$ cat config.mk
export PLATFORM = sky130hd
export DESIGN_NAME = apb_seq_master
export DESIGN_NICKNAME = d
export VERILOG_FILES = /design/src/rtl/apb_seq_pkg.sv /design/src/rtl/apb_seq_master_fifo.sv /design/src/rtl/apb_seq_master.sv
export SDC_FILE = /design/constraint.sdc
export NUM_CORES = 2
export LEC_CHECK = 0
export CORE_ASPECT_RATIO = 0.5
export CORE_MARGIN = 2
export CORE_UTILIZATION = 54
export CTS_BUF_LIST = sky130_fd_sc_hd__clkbuf_16
export DETAILED_ROUTE_END_ITERATION = 7
export PLACE_DENSITY = 0.76
export SYNTH_ARGS = -nofsm -noshare
export SYNTH_HDL_FRONTEND = slang
export SYNTH_HIERARCHICAL = 1
export SYNTH_SLANG_ARGS = --single-unit
$ cat constraint.sdc
create_clock -name clk -period 8.8 [get_ports clk]
set_clock_uncertainty 0.1 [all_clocks]
set_input_delay 2.64 -clock clk [delete_from_list [all_inputs] [get_ports clk]]
set_output_delay 2.64 -clock clk [all_outputs]
set_load 0.02 [all_outputs]
$ cat src/rtl/apb_seq_pkg.sv
// Shared types for the APB command sequencer:
// command opcodes, FSM states and the queued command record.
package apb_seq_pkg;

    localparam int CMD_ADDR_W = 9;
    localparam int CMD_DATA_W = 91;

    typedef enum logic [1:0] {
        OP_WR   = 2'd0,
        OP_RD   = 2'd1,
        OP_PAIR = 2'd2,
        OP_RSV  = 2'd3
    } cmd_op_e;

    typedef enum logic [2:0] {
        S_IDLE,
        S_SETUP,
        S_ACCESS,
        S_SETUP2,
        S_ACCESS2,
        S_RESP
    } state_e;

    typedef struct packed {
        cmd_op_e                 op;
        logic [CMD_ADDR_W-1:0]   addr;
        logic [CMD_DATA_W-1:0]   data;
    } cmd_t;

    localparam int CMD_W = $bits(cmd_t);

endpackage

$ cat src/rtl/apb_seq_master_fifo.sv
// Show-ahead synchronous FIFO; the extra pointer MSB
// separates the full condition from the empty one.
module sync_fifo #(
    parameter int WIDTH = 8,
    parameter int DEPTH = 16
) (
    input  logic             clk,
    input  logic             rst,
    input  logic             push,
    input  logic [WIDTH-1:0] wdata,
    input  logic             pop,
    output logic [WIDTH-1:0] rdata,
    output logic             full,
    output logic             empty
);

    localparam int AW = $clog2(DEPTH);

    logic [WIDTH-1:0] mem [DEPTH];
    logic [AW:0]      wptr;
    logic [AW:0]      rptr;
    logic             do_push;
    logic             do_pop;

    assign do_push = push && !full;
    assign do_pop  = pop && !empty;
    assign empty   = (wptr == rptr);
    assign full    = (wptr[AW] != rptr[AW]) &&
                     (wptr[AW-1:0] == rptr[AW-1:0]);
    assign rdata   = mem[rptr[AW-1:0]];

    always_ff @(posedge clk) begin
        if (rst) begin
            wptr <= '0;
            rptr <= '0;
        end else begin
            if (do_push) wptr <= wptr + 1'b1;
            if (do_pop)  rptr <= rptr + 1'b1;
        end
    end

    always_ff @(posedge clk) begin
        if (do_push) mem[wptr[AW-1:0]] <= wdata;
    end

endmodule

$ cat src/rtl/apb_seq_master.sv
// APB master that drains a command FIFO into register writes,
// reads and RAM-load pairs, with one response per command.
module apb_seq_master
    import apb_seq_pkg::*;
#(
    parameter int ADDR_W        = CMD_ADDR_W,
    parameter int DATA_W        = CMD_DATA_W,
    parameter int FIFO_DEPTH    = 16,
    parameter int TIMEOUT       = 255,
    parameter int PAIR_ADDR_REG = 10,
    parameter int PAIR_DATA_REG = 11
) (
    input  logic              clk,
    input  logic              rst,
    input  logic              cmd_valid,
    output logic              cmd_ready,
    input  logic [1:0]        cmd_op,
    input  logic [ADDR_W-1:0] cmd_addr,
    input  logic [DATA_W-1:0] cmd_data,
    output logic              rsp_valid,
    output logic              rsp_err,
    output logic [DATA_W-1:0] rsp_data,
    output logic              busy,
    output logic [ADDR_W-1:0] paddr,
    output logic              psel,
    output logic              penable,
    output logic              pwrite,
    output logic [DATA_W-1:0] pwdata,
    input  logic [DATA_W-1:0] prdata,
    input  logic              pready
);

    localparam int CW = $clog2(TIMEOUT + 1);
    localparam int CNT_W = (CW > 8) ? CW : 8;

    state_e            state;
    state_e            state_nx;
    cmd_t              in_cmd;
    cmd_t              head;
    logic              full;
    logic              empty;
    logic              pop;
    cmd_op_e           op_q;
    logic [DATA_W-1:0] data_hold;
    logic [DATA_W-1:0] rdata_q;
    logic              err_q;
    logic [CNT_W-1:0]  wait_cnt;
    logic              timed_out;
    logic              in_access;

    assign in_cmd = '{op: cmd_op_e'(cmd_op), addr: cmd_addr, data: cmd_data};

    sync_fifo #(
        .WIDTH (CMD_W),
        .DEPTH (FIFO_DEPTH)
    ) u_fifo (
        .clk   (clk),
        .rst   (rst),
        .push  (cmd_valid),
        .wdata (in_cmd),
        .pop   (pop),
        .rdata (head),
        .full  (full),
        .empty (empty)
    );

    assign in_access = (state == S_ACCESS) || (state == S_ACCESS2);
    assign timed_out = !pready && (wait_cnt == CNT_W'(TIMEOUT - 1));

    assign cmd_ready = !full;
    assign psel      = (state inside {S_SETUP, S_ACCESS, S_SETUP2, S_ACCESS2});
    assign penable   = in_access;
    assign rsp_valid = (state == S_RESP);
    assign rsp_err   = rsp_valid && err_q;
    assign rsp_data  = rsp_valid ? rdata_q : '0;
    assign busy      = !empty || (state != S_IDLE);

    always_ff @(posedge clk) begin
        if (rst) state <= S_IDLE;
        else     state <= state_nx;
    end

    always_comb begin
        state_nx = state;
        pop      = 1'b0;
        unique case (state)
            S_IDLE, S_RESP: begin
                state_nx = S_IDLE;
                if (!empty) begin
                    pop      = 1'b1;
                    state_nx = (head.op == OP_RSV) ? S_RESP : S_SETUP;
                end
            end
            S_SETUP:  state_nx = S_ACCESS;
            S_ACCESS: begin
                if (pready)
                    state_nx = (op_q == OP_PAIR) ? S_SETUP2 : S_RESP;
                else if (timed_out)
                    state_nx = S_RESP;
            end
            S_SETUP2: state_nx = S_ACCESS2;
            S_ACCESS2: begin
                if (pready || timed_out) state_nx = S_RESP;
            end
            default: state_nx = S_IDLE;
        endcase
    end

    always_ff @(posedge clk) begin
        if (rst) begin
            paddr     <= '0;
            pwrite    <= 1'b0;
            pwdata    <= '0;
            op_q      <= OP_WR;
            data_hold <= '0;
            rdata_q   <= '0;
            err_q     <= 1'b0;
            wait_cnt  <= '0;
        end else begin
            if (pop) begin
                op_q      <= head.op;
                data_hold <= DATA_W'(head.data);
                rdata_q   <= '0;
                err_q     <= (head.op == OP_RSV);
                unique case (head.op)
                    OP_WR: begin
                        paddr  <= ADDR_W'(head.addr);
                        pwrite <= 1'b1;
                        pwdata <= DATA_W'(head.data);
                    end
                    OP_RD: begin
                        paddr  <= ADDR_W'(head.addr);
                        pwrite <= 1'b0;
                        pwdata <= '0;
                    end
                    OP_PAIR: begin
                        paddr  <= ADDR_W'(PAIR_ADDR_REG);
                        pwrite <= 1'b1;
                        pwdata <= DATA_W'(head.addr);
                    end
                    OP_RSV: begin
                    end
                endcase
            end
            if (state == S_SETUP || state == S_SETUP2)
                wait_cnt <= '0;
            if (in_access) begin
                if (pready) begin
                    if (!pwrite) rdata_q <= prdata;
                    // second half of a pair reuses the held payload
                    if (state == S_ACCESS && op_q == OP_PAIR) begin
                        paddr  <= ADDR_W'(PAIR_DATA_REG);
                        pwdata <= data_hold;
                    end
                end else if (timed_out) begin
                    err_q <= 1'b1;
                end else if (wait_cnt != '1) begin
                    wait_cnt <= wait_cnt + 1'b1;
                end
            end
        end
    end

endmodule

* Word level (Yosys, flattened, before mapping)
Memories as Yosys holds them, arrays and structs flattened. A register that Yosys moved wholly into a read port is not among the register bits.
Index checks and enable logic that the tools add are counted.
** Operators by class
- Shifts and indexed selects :: 0
- Bitwise logic cells :: 0
- Divide/modulo/power cells :: 0
- Multiplexer cells :: 38
- Reduce and logical (&&, ||, !) cells :: 23
- $add $sub $neg :: 3
- Equal/unequal tests :: 16
- Multiply operators :: 0
- Order comparisons :: 0
** Operator list (number)
- 91-bit 2-to-1 mux :: 9
- 91-bit case mux with 3 select lines :: 1
- 8-bit 2-to-1 mux :: 5
- 9-bit 2-to-1 mux :: 4
- 3-bit 2-to-1 mux :: 6
- 9-bit case mux with 2 select lines :: 1
- 3-bit case mux with 5 select lines :: 1
- 5-bit by 1-bit adder with 5-bit output, second input constant :: 2
- 8-bit by 1-bit adder with 8-bit output, second input constant :: 1
- 8-bit == test, second input constant :: 1
- 1-bit 2-to-1 mux :: 8
- 4-bit 2-to-1 mux :: 2
- 8-bit != test, second input constant :: 1
- 2-bit == test, second input constant :: 3
- 3-bit by 2-bit == test with 1-bit output, second input constant :: 2
- 3-bit == test, second input constant :: 2
- 1-bit logical AND :: 6
- 2-bit OR reduction :: 3
- 5-bit == test :: 1
- 4-bit == test :: 1
- 1-bit logical OR :: 4
- 2-bit AND reduction :: 2
- 4-bit nonzero test :: 1
- 3-bit by 1-bit == test with 1-bit output, second input constant :: 1
- other kinds (10) :: 12
** Word-level totals
- Memories :: 1
- Register bits :: 307
- Output and inout port bits :: 198
- Bits in read-only memories :: 0
- Latch bits :: 0
- Bits in writable memories :: 1632
- Word-level logic and storage cells :: 92
- Bits of input ports :: 197
** Memory list
- u_fifo.mem :: depth 16, bits a word 102, rd ports 1, clocked after memory_dff 1, write ports 1, RTL line apb_seq_master_fifo.sv:19 : logic [WIDTH-1:0] mem [DEPTH];

* Depth between registers and ports, before layout
- Depth in word-level cells :: 7
- Mapped depth :: 13
- Mapped depth without buffers :: 9

* By module
The synthesis kept the hierarchy.
** Modules (own cells, without submodules)
- sync_fifo :: sequential area each 49287.3 sq um, times used 1, area each 61951.9 sq um, cells each 2357
- apb_seq_master :: sequential area each 5945.7 sq um, times used 1, area each 12185.4 sq um, cells each 1503

* Worst setup path after synthesis
Ideal clock, no wire load.
- Path type :: input to register
- From :: in cmd_valid
- To :: reg u_fifo.wptr[4]
- Slack :: 374 ps
- Data required time :: 8616 ps
- Arrival time :: 8242 ps
- Buffers on the path :: 0
- Setup time :: 84 ps
- Cell stages on the path :: 3
- Cell sequence :: nand3_1 -> a21oi_1 -> mux2_1
** Between the ends
- Cells in the longest elaborated chain, start to end :: 1
** Ends and longest elaborated chain
- start, declared :: RTL line apb_seq_master.sv:15 : input logic cmd_valid,
- 1-bit logical AND :: RTL line apb_seq_master_fifo.sv:25 : assign do_push = push && !full;
- end signal, assigned :: RTL line apb_seq_master_fifo.sv:37 : if (do_push) wptr <= wptr + 1'b1;
- end, declared :: RTL line apb_seq_master_fifo.sv:20 : logic [AW:0] wptr;
Every way passes these cells.
A chain may end at the register's enable or synchronous reset.

* Final worst setup path
- From :: reg state[0]
- To :: out rsp_data[17]
** Between the ends
- Cells in the longest elaborated chain, start to end :: 2
** Ends and longest elaborated chain
- start, declared :: RTL line apb_seq_master.sv:36 : state_e state;
- start signal, assigned :: RTL line apb_seq_master.sv:80 : else state <= state_nx;
- 3-bit == test :: RTL line apb_seq_master.sv:73 : assign rsp_valid = (state == S_RESP);
- 91-bit 2-to-1 mux :: RTL line apb_seq_master.sv:75 : assign rsp_data = rsp_valid ? rdata_q : '0;
- end, declared :: RTL line apb_seq_master.sv:22 : output logic [DATA_W-1:0] rsp_data,
Every way passes these cells.

==> results.md <==
* DRC at 0
* Fin nets at approximately 4400
* RSZ-0062 raised after global routing: false
* Total die area at about 140000 µm²
* Register area share after synthesis at 0.7450
* Shortest period the worst path allows at 6118 ps
* Synth area leaders: edfxtp_1 66%, mux4_2 15%, dfxtp_1 8.4%
* Min-Delay Path Class: register to register
* Via count at 39777
* GRT overflow at 0
* Max Clk Rate at roughly 0.16 GHz
* Worst path required time at 6060 ps
* Peak VDD IR at 252.5 µV
* Startpoint Class: register
* Cts repair resizes at 0
* # clock sinks at 1943
* Worst skew pair latency at about 800 ps
* Die Y at about 270 µm
* Area growth, synth to finish at 14.87%
* CTS tree: built
* Max Root-Sink Buffers at 3
* Fill cells at 8986
* Post-CTS setup buffer count at 0
* Area leader, netlist: edfxtp_1
* # setup viols final at 0
* Die width at between 500 and 600 µm
* Iter 0 DRT Violations at 5135
* Clock-pin slew on the worst setup and hold paths at 70 ps
* #FFs+latches synth at a little under 2000
* Status: completed
* Critical Path Fanout Max at 52
* Core Box Area at 136700 µm²
* Worst Tran Pin Value at 1285 ps
* Period utilization at 0.6952
* Synthesized area per cell at 19.21 µm²
* Leak Pwr at 26.28 nW
* Yosys top cell area share at 0.6610
* Hold Fails Final Rpt at 0
* Layout cells sized above 1 at 0.1888
* Vias per inst at 6.444
* CP peak stage delay at 690 ps
* Wire per inst at approximately 30 µm
* Vias in the first global route at 39686
* Syn. warnings at 6
* Max Transition Viols Final at 0
* Syn nets at around 4100
* Ys async rst share at 0
* WS Path Type: register to output pin
* Mapped Area at ~74000 µm²
* Rows at 96
* GRT Overall Usage at 0.2611
* Total of max-cap violations at 0
* P per Cell Area at 267.4 nW/µm²
* Largest net degree at the start of global routing at 173
* H-tree lvl count at 4
* Crit-path cells: and3_2 -> buf_4 -> and2_1 -> clkdlybuf4s50_1
* Worst EP arrival at between 3000 and 4000 ps
* Max-slew headroom at 0.1418
* EDFF count, synth at 1632
* DRT Pass-1 Iters at 6
* Initial antenna violation count at 14
* Crit-path slowest cell: and3_2
* Sum of negative setup slack at 0 ps
* Util after Layout at 0.6230
* Library cells used by synthesis at 54
* Total CTS buffers at 163
* Cts hold-fix bufs at 0
* Port bufs at 394
* I/O Pins at 395
* Global-route wire length before repair at between 200000 and 300000 µm
* Final WL at between 150000 and 200000 µm
* Post-synth top flop: edfxtp_1
* Worst setup EP type: output pin
* Hpwl dp at around 97000 µm
* CTS root buf: clkbuf_16
* Initial Util at 0.5424
* Cells after synthesis at 3860
* RePlAce Congestion at around 0.85
* ANT nets after route at 0
[worst max-delay path: cells and delay by family, from the launching register on]
kind | cells | cell delay, ps
buf+inv | 2 | 1090
simple gates | 2 | 900
flops | 1 | 560
[cells in the mapped netlist, types with 15 or more instances]
cell type / count
a221oi_1: 83
buf_6: 34
o221ai_1: 19
nor3_1: 84
edfxtp_1: 1632
nor2_1: 108
nand3_1: 99
a22oi_1: 15
clkbuf_1: 133
mux4_2: 510
nand2_1: 296
buf_1: 29
buf_2: 62
inv_1: 20
a21oi_1: 206
dfxtp_1: 311
and3_1: 29
and2_1: 93
[report_power, final]
group | switching [mW] | internal (mW)
Clock | 3.33 | 3.93
Sequential | 0.339 | 10.4
Combinational | 2.69 | 2.06
Total | 6.35 | 16.4
[sequential cells by signal (all words and copies together), names as in the netlist, named ones only]
signal,count
op_q,2
u_fifo/wptr,5
paddr,9
u_fifo/rptr,5
u_fifo/mem,1632
state,3
wait_cnt,8
rdata_q,91
data_hold,91
pwrite,1
pwdata,91
err_q,1
[path summary, 6_finish.rpt]
check	startpoint	end	slack, ps	depth (start not counted)
worst max-delay path	state[0]	rsp_data[17]	2680	4
worst min-delay path	data_hold[21]	pwdata[21]	350	2
worst max register to register	register	pwdata[86]	3650	8
worst min register to register	data_hold[21]	pwdata[21]	350	2
[stage by stage]
stage | hold WS [ps] | setup slack, ps | total power, mW | cells | instance area [µm²]
after CTS | 355.4 | 2550 | 22.90 | 6162 | 85140
final | 354.7 | 2682 | 22.77 | 6173 | 85160
after global routing | 371.5 | 2424 | 23.55 | 6172 | 85160
after floorplan | 331.8 | 373.8 | 14.22 | 3860 | 74140
after detailed placement | 346.7 | 2330 | 15.66 | 5856 | 79790
after global placement | 341.6 | 2525 | 15.51 | 5856 | 79790
[layout by cell type, fill, tap and decap left out, drive strengths merged, types with 93 or more instances in the layout]
cell type,instances
clkdlybuf4s50,393
dfxtp,311
and2,93
mux4,510
clkbuf,168
nor2,108
nand2,296
a21oi,206
nand3,99
edfxtp,1632
[cell type report]
class / count / area (µm²) / share of cell area
Timing Repair Buffer: 442 / 4547 / 0.05339
Sequential cell: 1943 / 55250 / 0.6487
Tap cell: 1813 / 2268 / 0.02664
Antenna cell: 11 / 27.53 / 0.0003232
Inverter: 22 / 85.08 / 0.0009990
Clock buffer: 168 / 4204 / 0.04936
Multi-Input combinational cell: 1636 / 17640 / 0.2072
Clock inverter: 138 / 1140 / 0.01338
[logic make-up (layout without fill, tap and decap cells)]
| kind of cell | after synthesis | after routing | share of synthesized area |
|---|---|---|---|
| DFF | 1943 | 1943 | 0.7450 |
| and+or+nand+nor | 744 | 744 | 0.04641 |
| muxes | 520 | 520 | 0.1564 |
| AOI/OAI and AO/OA | 355 | 355 | 0.03094 |
| buffers and inverters | 281 | 770 | 0.01877 |
| xor gates and xnor gates | 10 | 10 | 0.001283 |
| adders and majority gates | 7 | 7 | 0.001181 |
| other | 0 | 11 | 0 |
[layer usage]
metal  wire length, µm  vias up  GRT usage
met5                33        -          0
met3             17560      272    0.04634
met1             71440    20680     0.3719
li1                  -    16314          -
met4              4625        4    0.08396
met2             89190     2507     0.4157
Note: power is estimated with default switching activity, not from simulation.
